**src/rtl/ddr_ail_if.sv**
```systemverilog
// Handshake bundle between bring-up logic, the AIL sequencer and one DDR input cell.
interface ddr_ail_if;
    logic       START;
    logic       LOCK_IN;
    logic       RSTAIL_OUT;
    logic       RUNAIL_OUT;
    logic       UPDATE_OUT;
    logic       BUSY;
    logic       LOCKED;
    logic       FAIL;
    logic [3:0] RETRY_CNT;

    // Bring-up / DDR-cell side: drives START and LOCK_IN, observes the controls.
    modport master (
        output START, LOCK_IN,
        input  RSTAIL_OUT, RUNAIL_OUT, UPDATE_OUT, BUSY, LOCKED, FAIL, RETRY_CNT
    );

    // Sequencer side.
    modport slave (
        input  START, LOCK_IN,
        output RSTAIL_OUT, RUNAIL_OUT, UPDATE_OUT, BUSY, LOCKED, FAIL, RETRY_CNT
    );
endinterface

```
**src/rtl/ddr_ail_ctrl.sv**
```systemverilog
// AIL acquisition sequencer: reset pulse, timed run window, bounded retries,
// automatic re-acquisition on loss of lock. All outputs come straight from flops.
module ddr_ail_ctrl #(
    parameter int RST_CYCLES   = 4,
    parameter int LOCK_TIMEOUT = 64,
    parameter int MAX_RETRY    = 3,
    parameter int SYNC_STAGES  = 2
) (
    input  logic     CLKB,
    input  logic     RSTAILB,
    ddr_ail_if.slave bus
);

    localparam int TMAX = (RST_CYCLES > LOCK_TIMEOUT) ? RST_CYCLES : LOCK_TIMEOUT;
    localparam int TW   = (TMAX > 2) ? $clog2(TMAX) : 1;

    localparam logic [TW-1:0] RST_LAST  = TW'(RST_CYCLES - 1);
    localparam logic [TW-1:0] RUN_LAST  = TW'(LOCK_TIMEOUT - 1);
    localparam logic [3:0]    RETRY_MAX = 4'(MAX_RETRY);

    typedef enum logic [2:0] {
        ST_IDLE,
        ST_RESET,
        ST_RUN,
        ST_LOCKED,
        ST_FAIL
    } state_e;

    state_e                 state_q, state_d;
    logic [TW-1:0]          timer_q, timer_d;
    logic [3:0]             retry_q, retry_d;
    logic [SYNC_STAGES-1:0] sync_q,  sync_d;
    logic                   rstail_q, rstail_d;
    logic                   runail_q, runail_d;
    logic                   update_q, update_d;
    logic                   busy_q,   busy_d;
    logic                   locked_q, locked_d;
    logic                   fail_q,   fail_d;
    logic                   lock_s;

    // Shift LOCK_IN through the synchronizer chain; the last stage is lock_s.
    always_comb begin
        sync_d = {sync_q[SYNC_STAGES-2:0], bus.LOCK_IN};
        lock_s = sync_q[SYNC_STAGES-1];
    end

    // Next-state, timer and retry bookkeeping.
    always_comb begin
        // NOTE: every signal gets a default before the case so no path leaves it unassigned (no latch).
        state_d  = state_q;
        timer_d  = timer_q;
        retry_d  = retry_q;
        update_d = 1'b0;
        unique case (state_q)
            ST_IDLE, ST_FAIL: begin
                if (bus.START) begin
                    state_d = ST_RESET;
                    timer_d = '0;
                    retry_d = '0;
                end
            end
            ST_RESET: begin
                if (timer_q == RST_LAST) begin
                    state_d = ST_RUN;
                    timer_d = '0;
                end else begin
                    timer_d = timer_q + 1'b1;
                end
            end
            ST_RUN: begin
                // Lock takes priority over a timeout on the same cycle.
                if (lock_s) begin
                    state_d  = ST_LOCKED;
                    timer_d  = '0;
                    update_d = 1'b1;
                end else if (timer_q == RUN_LAST) begin
                    timer_d = '0;
                    retry_d = (retry_q == RETRY_MAX) ? retry_q : retry_q + 4'd1;
                    state_d = (retry_d == RETRY_MAX) ? ST_FAIL : ST_RESET;
                end else begin
                    timer_d = timer_q + 1'b1;
                end
            end
            ST_LOCKED: begin
                // Loss of lock starts a fresh acquisition with a clean retry budget.
                if (!lock_s) begin
                    state_d = ST_RESET;
                    timer_d = '0;
                    retry_d = '0;
                end
            end
            default: begin
                state_d = ST_IDLE;
                timer_d = '0;
                retry_d = '0;
            end
        endcase
    end

    // Decode the outputs from the next state so they are registered alongside it.
    always_comb begin
        rstail_d = (state_d == ST_IDLE) || (state_d == ST_RESET) || (state_d == ST_FAIL);
        runail_d = (state_d == ST_RUN);
        busy_d   = (state_d == ST_RESET) || (state_d == ST_RUN);
        locked_d = (state_d == ST_LOCKED);
        fail_d   = (state_d == ST_FAIL);
    end

    // State, counters, synchronizer and output flops; reset forces the idle outputs at once.
    always_ff @(posedge CLKB or posedge RSTAILB) begin
        if (RSTAILB) begin
            // NOTE: every flop here is small control state, so all of them take the async reset.
            state_q  <= ST_IDLE;
            timer_q  <= '0;
            retry_q  <= '0;
            sync_q   <= '0;
            rstail_q <= 1'b1;
            runail_q <= 1'b0;
            update_q <= 1'b0;
            busy_q   <= 1'b0;
            locked_q <= 1'b0;
            fail_q   <= 1'b0;
        end else begin
            // NOTE: non-blocking assignments so every flop samples the pre-edge values.
            state_q  <= state_d;
            timer_q  <= timer_d;
            retry_q  <= retry_d;
            sync_q   <= sync_d;
            rstail_q <= rstail_d;
            runail_q <= runail_d;
            update_q <= update_d;
            busy_q   <= busy_d;
            locked_q <= locked_d;
            fail_q   <= fail_d;
        end
    end

    assign bus.RSTAIL_OUT = rstail_q;
    assign bus.RUNAIL_OUT = runail_q;
    assign bus.UPDATE_OUT = update_q;
    assign bus.BUSY       = busy_q;
    assign bus.LOCKED     = locked_q;
    assign bus.FAIL       = fail_q;
    assign bus.RETRY_CNT  = retry_q;

endmodule

```
**src/flat_wrapper.sv**
```systemverilog
// flat-port wrapper written by rule: the top's interface ports become plain ports
module ddr_ail_ctrl_flat 
#(
    parameter int RST_CYCLES   = 4,
    parameter int LOCK_TIMEOUT = 64,
    parameter int MAX_RETRY    = 3,
    parameter int SYNC_STAGES  = 2
)
  (CLKB, RSTAILB, bus_START, bus_LOCK_IN, bus_RSTAIL_OUT, bus_RUNAIL_OUT, bus_UPDATE_OUT, bus_BUSY, bus_LOCKED, bus_FAIL, bus_RETRY_CNT);
  ddr_ail_if bus_i ();
  input  logic CLKB;
  input  logic RSTAILB;
  input wire logic [$bits(bus_i.START)-1:0] bus_START;
  input wire logic [$bits(bus_i.LOCK_IN)-1:0] bus_LOCK_IN;
  output wire logic [$bits(bus_i.RSTAIL_OUT)-1:0] bus_RSTAIL_OUT;
  output wire logic [$bits(bus_i.RUNAIL_OUT)-1:0] bus_RUNAIL_OUT;
  output wire logic [$bits(bus_i.UPDATE_OUT)-1:0] bus_UPDATE_OUT;
  output wire logic [$bits(bus_i.BUSY)-1:0] bus_BUSY;
  output wire logic [$bits(bus_i.LOCKED)-1:0] bus_LOCKED;
  output wire logic [$bits(bus_i.FAIL)-1:0] bus_FAIL;
  output wire logic [$bits(bus_i.RETRY_CNT)-1:0] bus_RETRY_CNT;
  assign bus_i.START = bus_START;
  assign bus_i.LOCK_IN = bus_LOCK_IN;
  assign bus_RSTAIL_OUT = bus_i.RSTAIL_OUT;
  assign bus_RUNAIL_OUT = bus_i.RUNAIL_OUT;
  assign bus_UPDATE_OUT = bus_i.UPDATE_OUT;
  assign bus_BUSY = bus_i.BUSY;
  assign bus_LOCKED = bus_i.LOCKED;
  assign bus_FAIL = bus_i.FAIL;
  assign bus_RETRY_CNT = bus_i.RETRY_CNT;
  ddr_ail_ctrl #(.RST_CYCLES(RST_CYCLES), .LOCK_TIMEOUT(LOCK_TIMEOUT), .MAX_RETRY(MAX_RETRY), .SYNC_STAGES(SYNC_STAGES)) u_core (.CLKB(CLKB), .RSTAILB(RSTAILB), .bus(bus_i));
endmodule
```
**config.mk**
```make
export PLATFORM = sky130hd
export DESIGN_NAME = ddr_ail_ctrl_flat
export DESIGN_NICKNAME = d
export VERILOG_FILES = /design/src/rtl/ddr_ail_if.sv /design/src/rtl/ddr_ail_ctrl.sv /design/src/flat_wrapper.sv
export SDC_FILE = /design/constraint.sdc
export NUM_CORES = 1
export LEC_CHECK = 0
export ABC_AREA = 1
export CAP_MARGIN = 25
export CORE_MARGIN = 5
export CORE_UTILIZATION = 53
export DETAILED_ROUTE_END_ITERATION = 8
export HOLD_SLACK_MARGIN = 0.15
export PLACE_DENSITY = 0.77
export SLEW_MARGIN = 10
export SYNTH_ARGS = -nofsm -noshare
export SYNTH_HDL_FRONTEND = slang
export SYNTH_SLANG_ARGS = --single-unit
```
**constraint.sdc**
```tcl
create_clock -name CLKB -period 1.9 [get_ports CLKB]
set_input_delay 0.38 -clock CLKB [delete_from_list [all_inputs] [get_ports CLKB]]
set_output_delay 0.38 -clock CLKB [all_outputs]
set_load 0.1 [all_outputs]
```
==> Word level (Yosys, flattened, before mapping) <==
Index checks and enable logic that the tools add are counted.
{ "totals": {"register_bits": 21, "inputBits": 4} }
{ "op_classes": {"addsub": 2, "n_eq_ne": 16, "mux": 21, "n_bitwise": 1, "n_reduce_logical": 8} }
{ "ops": {"columns": ["operator", "count"], "rows": [
  ["6-bit two-way mux", 5],
  ["6-bit one-hot mux with 4 select lines", 1],
  ["4-bit two-way mux", 5],
  ["3-bit two-way mux", 6],
  ["4-bit one-hot mux with 4 select lines", 1],
  ["3-bit by 2-bit equality test with 1-bit output (second input constant)", 4],
  ["3-bit one-hot mux with 4 select lines", 1],
  ["4-bit by 2-bit equality test with 1-bit output (second input constant)", 2],
  ["6-bit by 1-bit adder with 6-bit output (second input constant)", 1],
  ["3-bit by 1-bit equality test with 1-bit output (second input constant)", 2],
  ["3-bit equality test (second input constant)", 2],
  ["6-bit by 2-bit equality test with 1-bit output (second input constant)", 1],
  ["6-bit equality test (second input constant)", 1],
  ["3-bit zero test", 2],
  ["2-bit != test (second input constant)", 3],
  ["5-bit AND reduction", 1],
  ["4-bit by 1-bit adder with 4-bit output (second input constant)", 1],
  ["1-bit logical OR", 3],
  ["1-bit two-way mux", 2],
  ["2-bit by 1-bit != test with 1-bit output (second input constant)", 1],
  ["2-bit AND reduction", 1],
  ["2-bit OR reduction", 1],
  ["1-bit inverter", 1]
]} }

==> Depth between registers and ports, before layout <==
{ "depth": {"depth_word": 10, "ltp_mapped": 14, "mapped_depth_nobuf": 14} }

==> Least setup slack after synthesis <==
No wires, ideal clock.
{ "synth_path": {"path_type": "reg2reg", "startpoint": "register u_core.retry_q[1] (netlist: u_core.bus.RETRY_CNT[1])", "endpoint": "register u_core.busy_q (netlist: u_core.bus.BUSY)", "arrival_time_ns": 2.045, "required_time_ns": 1.782, "setup_slack_ns": -0.262, "path_stages_with_launch": 15, "n_path_buf": 0, "synth_period_minus_slack_ns": 2.162, "cell_sequence": "dfrtp_1 ha_1 inv_1 nand2_1 nand2_1 nand2_2 inv_2 nor2_2 nand2_1 nand2_1 nand2_1 nand2_2 nand2_2 nand2_1 nand2_1"} }
{ "synth_between": {"elab_chain_len": 9} }
{ "synth_lines": {"columns": ["item", "line_no", "rtl"], "rows": [
  ["start: declaration", "ddr_ail_ctrl.sv:31", "logic [3:0] retry_q, retry_d;"],
  ["start signal: assignment", "ddr_ail_ctrl.sv:127", "retry_q <= retry_d;"],
  ["4-bit by 1-bit adder with 4-bit output or 4-bit by 2-bit equality test with 1-bit output (tied branches)", "ddr_ail_ctrl.sv:78", "retry_d = (retry_q == RETRY_MAX) ? retry_q : retry_q + 4'd1;"],
  ["4-bit two-way mux (*)", "ddr_ail_ctrl.sv:78", null],
  ["4-bit by 2-bit equality test with 1-bit output (*)", "ddr_ail_ctrl.sv:79", "state_d = (retry_d == RETRY_MAX) ? ST_FAIL : ST_RESET;"],
  ["3-bit two-way mux (*)", "ddr_ail_ctrl.sv:79", null],
  ["3-bit two-way mux (*)", "ddr_ail_ctrl.sv:76", "end else if (timer_q == RUN_LAST) begin"],
  ["3-bit two-way mux (*)", "ddr_ail_ctrl.sv:72", "if (lock_s) begin"],
  ["3-bit one-hot mux with 4 select lines (*)", "ddr_ail_ctrl.sv:54", "unique case (state_q)"],
  ["named net u_core.state_d[0]", "ddr_ail_ctrl.sv:29", "state_e state_q, state_d;"],
  ["3-bit by 1-bit equality test with 1-bit output or 3-bit by 2-bit equality test with 1-bit output (tied branches)", "ddr_ail_ctrl.sv:104", "busy_d = (state_d == ST_RESET) || (state_d == ST_RUN);"],
  ["1-bit logical OR (*)", "ddr_ail_ctrl.sv:104", null],
  ["named net u_core.busy_d", "ddr_ail_ctrl.sv:36", "logic busy_q, busy_d;"],
  ["end signal: assignment", "ddr_ail_ctrl.sv:132", "busy_q <= busy_d;"],
  ["end: declaration", "ddr_ail_ctrl.sv:36", null]
]} }
Mark *: on every way through the listed nets, which the timed path passes. The rest lies on a longest branch.
A chain may end at the register's enable or synchronous reset.

==> Worst setup path after layout <==
{ "layout_path": {"startpoint": "register u_core.retry_q[0] (netlist: u_core.bus.RETRY_CNT[0])", "endpoint": "register u_core.busy_q (netlist: u_core.bus.BUSY)"} }
Same word-level chain as after synthesis.

==> impl_metrics.py <==
metrics = {
    "run_status": {
        "status": "complete, no violations",
    },
    "min_path": {
        "worst_hold_path_type": "reg2reg",
    },
    "synthesis": {
        "synth_top_area_cell": "dfrtp_1",
        "avgSynthCellArea_um2": 8.413,
        "syn_inst": 134,
        "synthesis.area_um2": 1127,
        "ys_seq_area_share_pct": 46.73,
        "synth_nets": 140,
        "synth_cell_type_count": 28,
        "ys_ff_latch": 21,
        "synth_top_area_share_pct": 44.40,
        "synth_area_leaders": "dfrtp_1, nand2_1, inv_1",
        "yosys_warnings": 0,
    },
    "final_layout": {
        "stdcell_count": 179,
        "antennaDiodeCount": 0,
        "area_delta_synth_final_pct": 21.09,
        "final_nets": 159,
        "final_cell_mix": "nand2_1, inv_1, dfrtp_1, nand3_1",
        "multiInputGateArea_um2": 508.0,
        "final_common_cell": "nand2_1",
        "seq_area_um2": 529.3,
        "fillers": 164,
        "drive_gt1_share_pct": 26.97,
    },
    "sta": {
        "period_share_pct": 85.60,
        "finalClockSkew_ns": 0.004705,
        "fmax_mhz": 614.8,
        "timing.setup.tns_ns": 0,
        "hold_violations": 0,
        "setup_viol": 0,
        "final.min_clock_period_ns": 1.626,
        "worst_slew_pin_slew_ns": 0.2804,
        "layout_setup_ws_ns": 0.2735,
        "max_slew_margin_pct": 81.31,
        "slew_violations": 0,
        "rsz0062_at_grt": "no",
    },
    "placed_design": {
        "place.gp.congestion": 0.8258,
        "numPortBuffers": 13,
        "place_ws_ns": 0.2880,
        "placedCellCount": 175,
        "dpl.hpwl_mm": 1.645,
    },
    "die": {
        "die_area_um2": 3149,
        "io_pins": 14,
        "dieWidth_um": 56.12,
        "initial_core_util_pct": 56.31,
        "rows": 16,
        "die_h_um": 56.12,
        "core_area_um2": 2002,
    },
    "clock_network": {
        "cts_inserted_buffers": 3,
        "hold_buffers": 0,
        "cts_resized": 0,
        "cts_root_buffer": "clkbuf_4",
        "htreeDepth": 1,
        "clkTransAtPathRegs_ns": 0.11,
        "insertion_delay_ns": 0.31,
        "cts_setup_buffers": 0,
        "cts.sinks": 21,
        "cts_buffer_depth": 2,
        "cts_tree": "built",
    },
    "global_routing": {
        "grt_pass1_vias": 943,
        "grt_pass1_wl_mm": 3.857,
        "overflow": 0,
        "grt_max_degree": 22,
        "gr-usage-all-layers_pct": 15.41,
        "antenna_found_initial": 0,
    },
    "detailed_routing": {
        "drt-initial-drc-count": 20,
        "vias": 897,
        "dr.pass1.iters": 4,
        "drt_drc_violations_left": 0,
        "antenna_left": 0,
        "routed_wl_mm": 2.082,
        "viasPerCell": 5.011,
        "wl_per_cell_um": 11.63,
    },
    "pwr": {
        "power.density_nw_per_um2": 1432,
        "fin_total_pwr_mw": 1.954,
        "peakVddDrop_v": 0.001272,
        "p_leak_nw": 0.6444,
    },
    "setup_path": {
        "crit_path_start_kind": "flip-flop",
        "crit_fanout": 7,
        "worst_setup_path_end_kind": "flip-flop",
        "cp.arrival_ns": 1.84,
        "cp.required_ns": 2.12,
        "path_class": "reg2reg",
    },
    "job": {
        "cap_viol_max_count": 0,
    },
}
-- power breakdown --
group / switching (mW) / total [mW] / leakage, nW / internal, mW
combinational: 0.753 / 1.08 / 0.357 / 0.327
sequential: 0.104 / 0.658 / 0.272 / 0.554
clock: 0.134 / 0.216 / 0.0150 / 0.0822
-- area by class of cell --
class	instances	share of cell area, %
sequential	21	38.77
multi-input combinational	89	37.21
timing repair buffer	14	12.83
inverter	24	6.783
tap	27	2.475
clock buffer	4	1.925
-- cells by family after synthesis --
kind of cell	share of synthesized area, %
flip-flops	46.73
buffers and inverters	8.213
AND/OR/NAND/NOR	31.74
AO/OA/AOI/OAI	10.32
adder cells (fa/ha/maj)	2.219
XOR/XNOR	0.7771
-- sequential cells by signal, indices dropped and copies added, names as in the netlist --
signal / count
u_core.bus.UPDATE_OUT: 1
u_core.sync_q: 2
u_core.bus.LOCKED: 1
u_core.bus.BUSY: 1
u_core.state_q: 3
u_core.timer_q: 6
u_core.bus.FAIL: 1
u_core.bus.RSTAIL_OUT: 1
u_core.bus.RUNAIL_OUT: 1
u_core.bus.RETRY_CNT: 4
-- per-layer routing --
layer | vias to the layer above | track usage [%] | part of all wire [%]
met1 | 407 | 18.43 | 45
met5 | - | 0 | 0
met2 | 21 | 25.38 | 48
met3 | 5 | 3.712 | 4.7
met4 | 0 | 8.136 | 2.6
li1 | 464 | - | -
-- path summary, 6_finish.rpt --
check	slack, ns	cells after the start	from	end
min in group asynchronous	0.39	3	RSTAILB	u_core.bus.RETRY_CNT[1]$_DFFE_PP0P_
max in group asynchronous	1.24	3	RSTAILB	u_core.bus.RSTAIL_OUT$_DFF_PP1_
setup / recovery	0.27	14	u_core.bus.RETRY_CNT[0]$_DFFE_PP0P_	u_core.bus.BUSY$_DFF_PP0_
hold reg to reg	0.36	0	u_core.sync_q[0]$_DFF_PP0_	u_core.sync_q[1]$_DFF_PP0_
setup reg to reg	0.27	14	u_core.bus.RETRY_CNT[0]$_DFFE_PP0P_	u_core.bus.BUSY$_DFF_PP0_
hold / removal	0.36	0	u_core.sync_q[0]$_DFF_PP0_	u_core.sync_q[1]$_DFF_PP0_
-- through the flow --
| stage | hold WS [ns] | utilization, % | instance area [um2] |
|---|---|---|---|
| 2_1_floorplan | 0.3312 | - | 1130 |
| 3_3_place_gp | 0.3397 | 66.88 | 1339 |
| 3_5_place_dp | 0.3395 | 66.88 | 1339 |
| 4_1_cts | 0.3648 | 68.19 | 1365 |
| 5_1_grt | 0.3837 | 68.19 | 1365 |
| 6_report | 0.3603 | 68.19 | 1365 |
-- worst max-delay path, cell delays in order (launching register included) --
cell and delay [ns]:
dfrtp_2 0.46, ha_1 0.27, inv_1 0.06, nand2_1 0.07
nand2_1 0.07, nand2_2 0.08, inv_2 0.04, nor2_2 0.09
nand2_1 0.05, nand2_1 0.07, nand2_1 0.06, nand2_2 0.07
nand2_2 0.05, nand2_1 0.06, nand2_1 0.05
-- cells in the mapped netlist --
| library cell | n |
|---|---|
| clkinv_1 | 1 |
| o21a_1 | 2 |
| nand2_2 | 8 |
| nor3_1 | 1 |
| nand4_4 | 1 |
| nor2_4 | 1 |
| ha_1 | 2 |
| nand3_2 | 2 |
| inv_4 | 1 |
| o21ai_0 | 1 |
| o211ai_1 | 1 |
| xor2_1 | 1 |
| o31ai_1 | 3 |
| nand2_1 | 29 |
| inv_1 | 19 |
| o21ai_2 | 1 |
| nand2_4 | 2 |
| nor2_2 | 4 |
| a21oi_1 | 3 |
| nand3b_1 | 1 |
| dfstp_2 | 1 |
| nand3_1 | 10 |
| o21ai_1 | 6 |
| nand4_1 | 1 |
| a22oi_2 | 1 |
| inv_2 | 3 |
| nor2_1 | 8 |
| dfrtp_1 | 20 |
(Power assumes the default switching activity.)
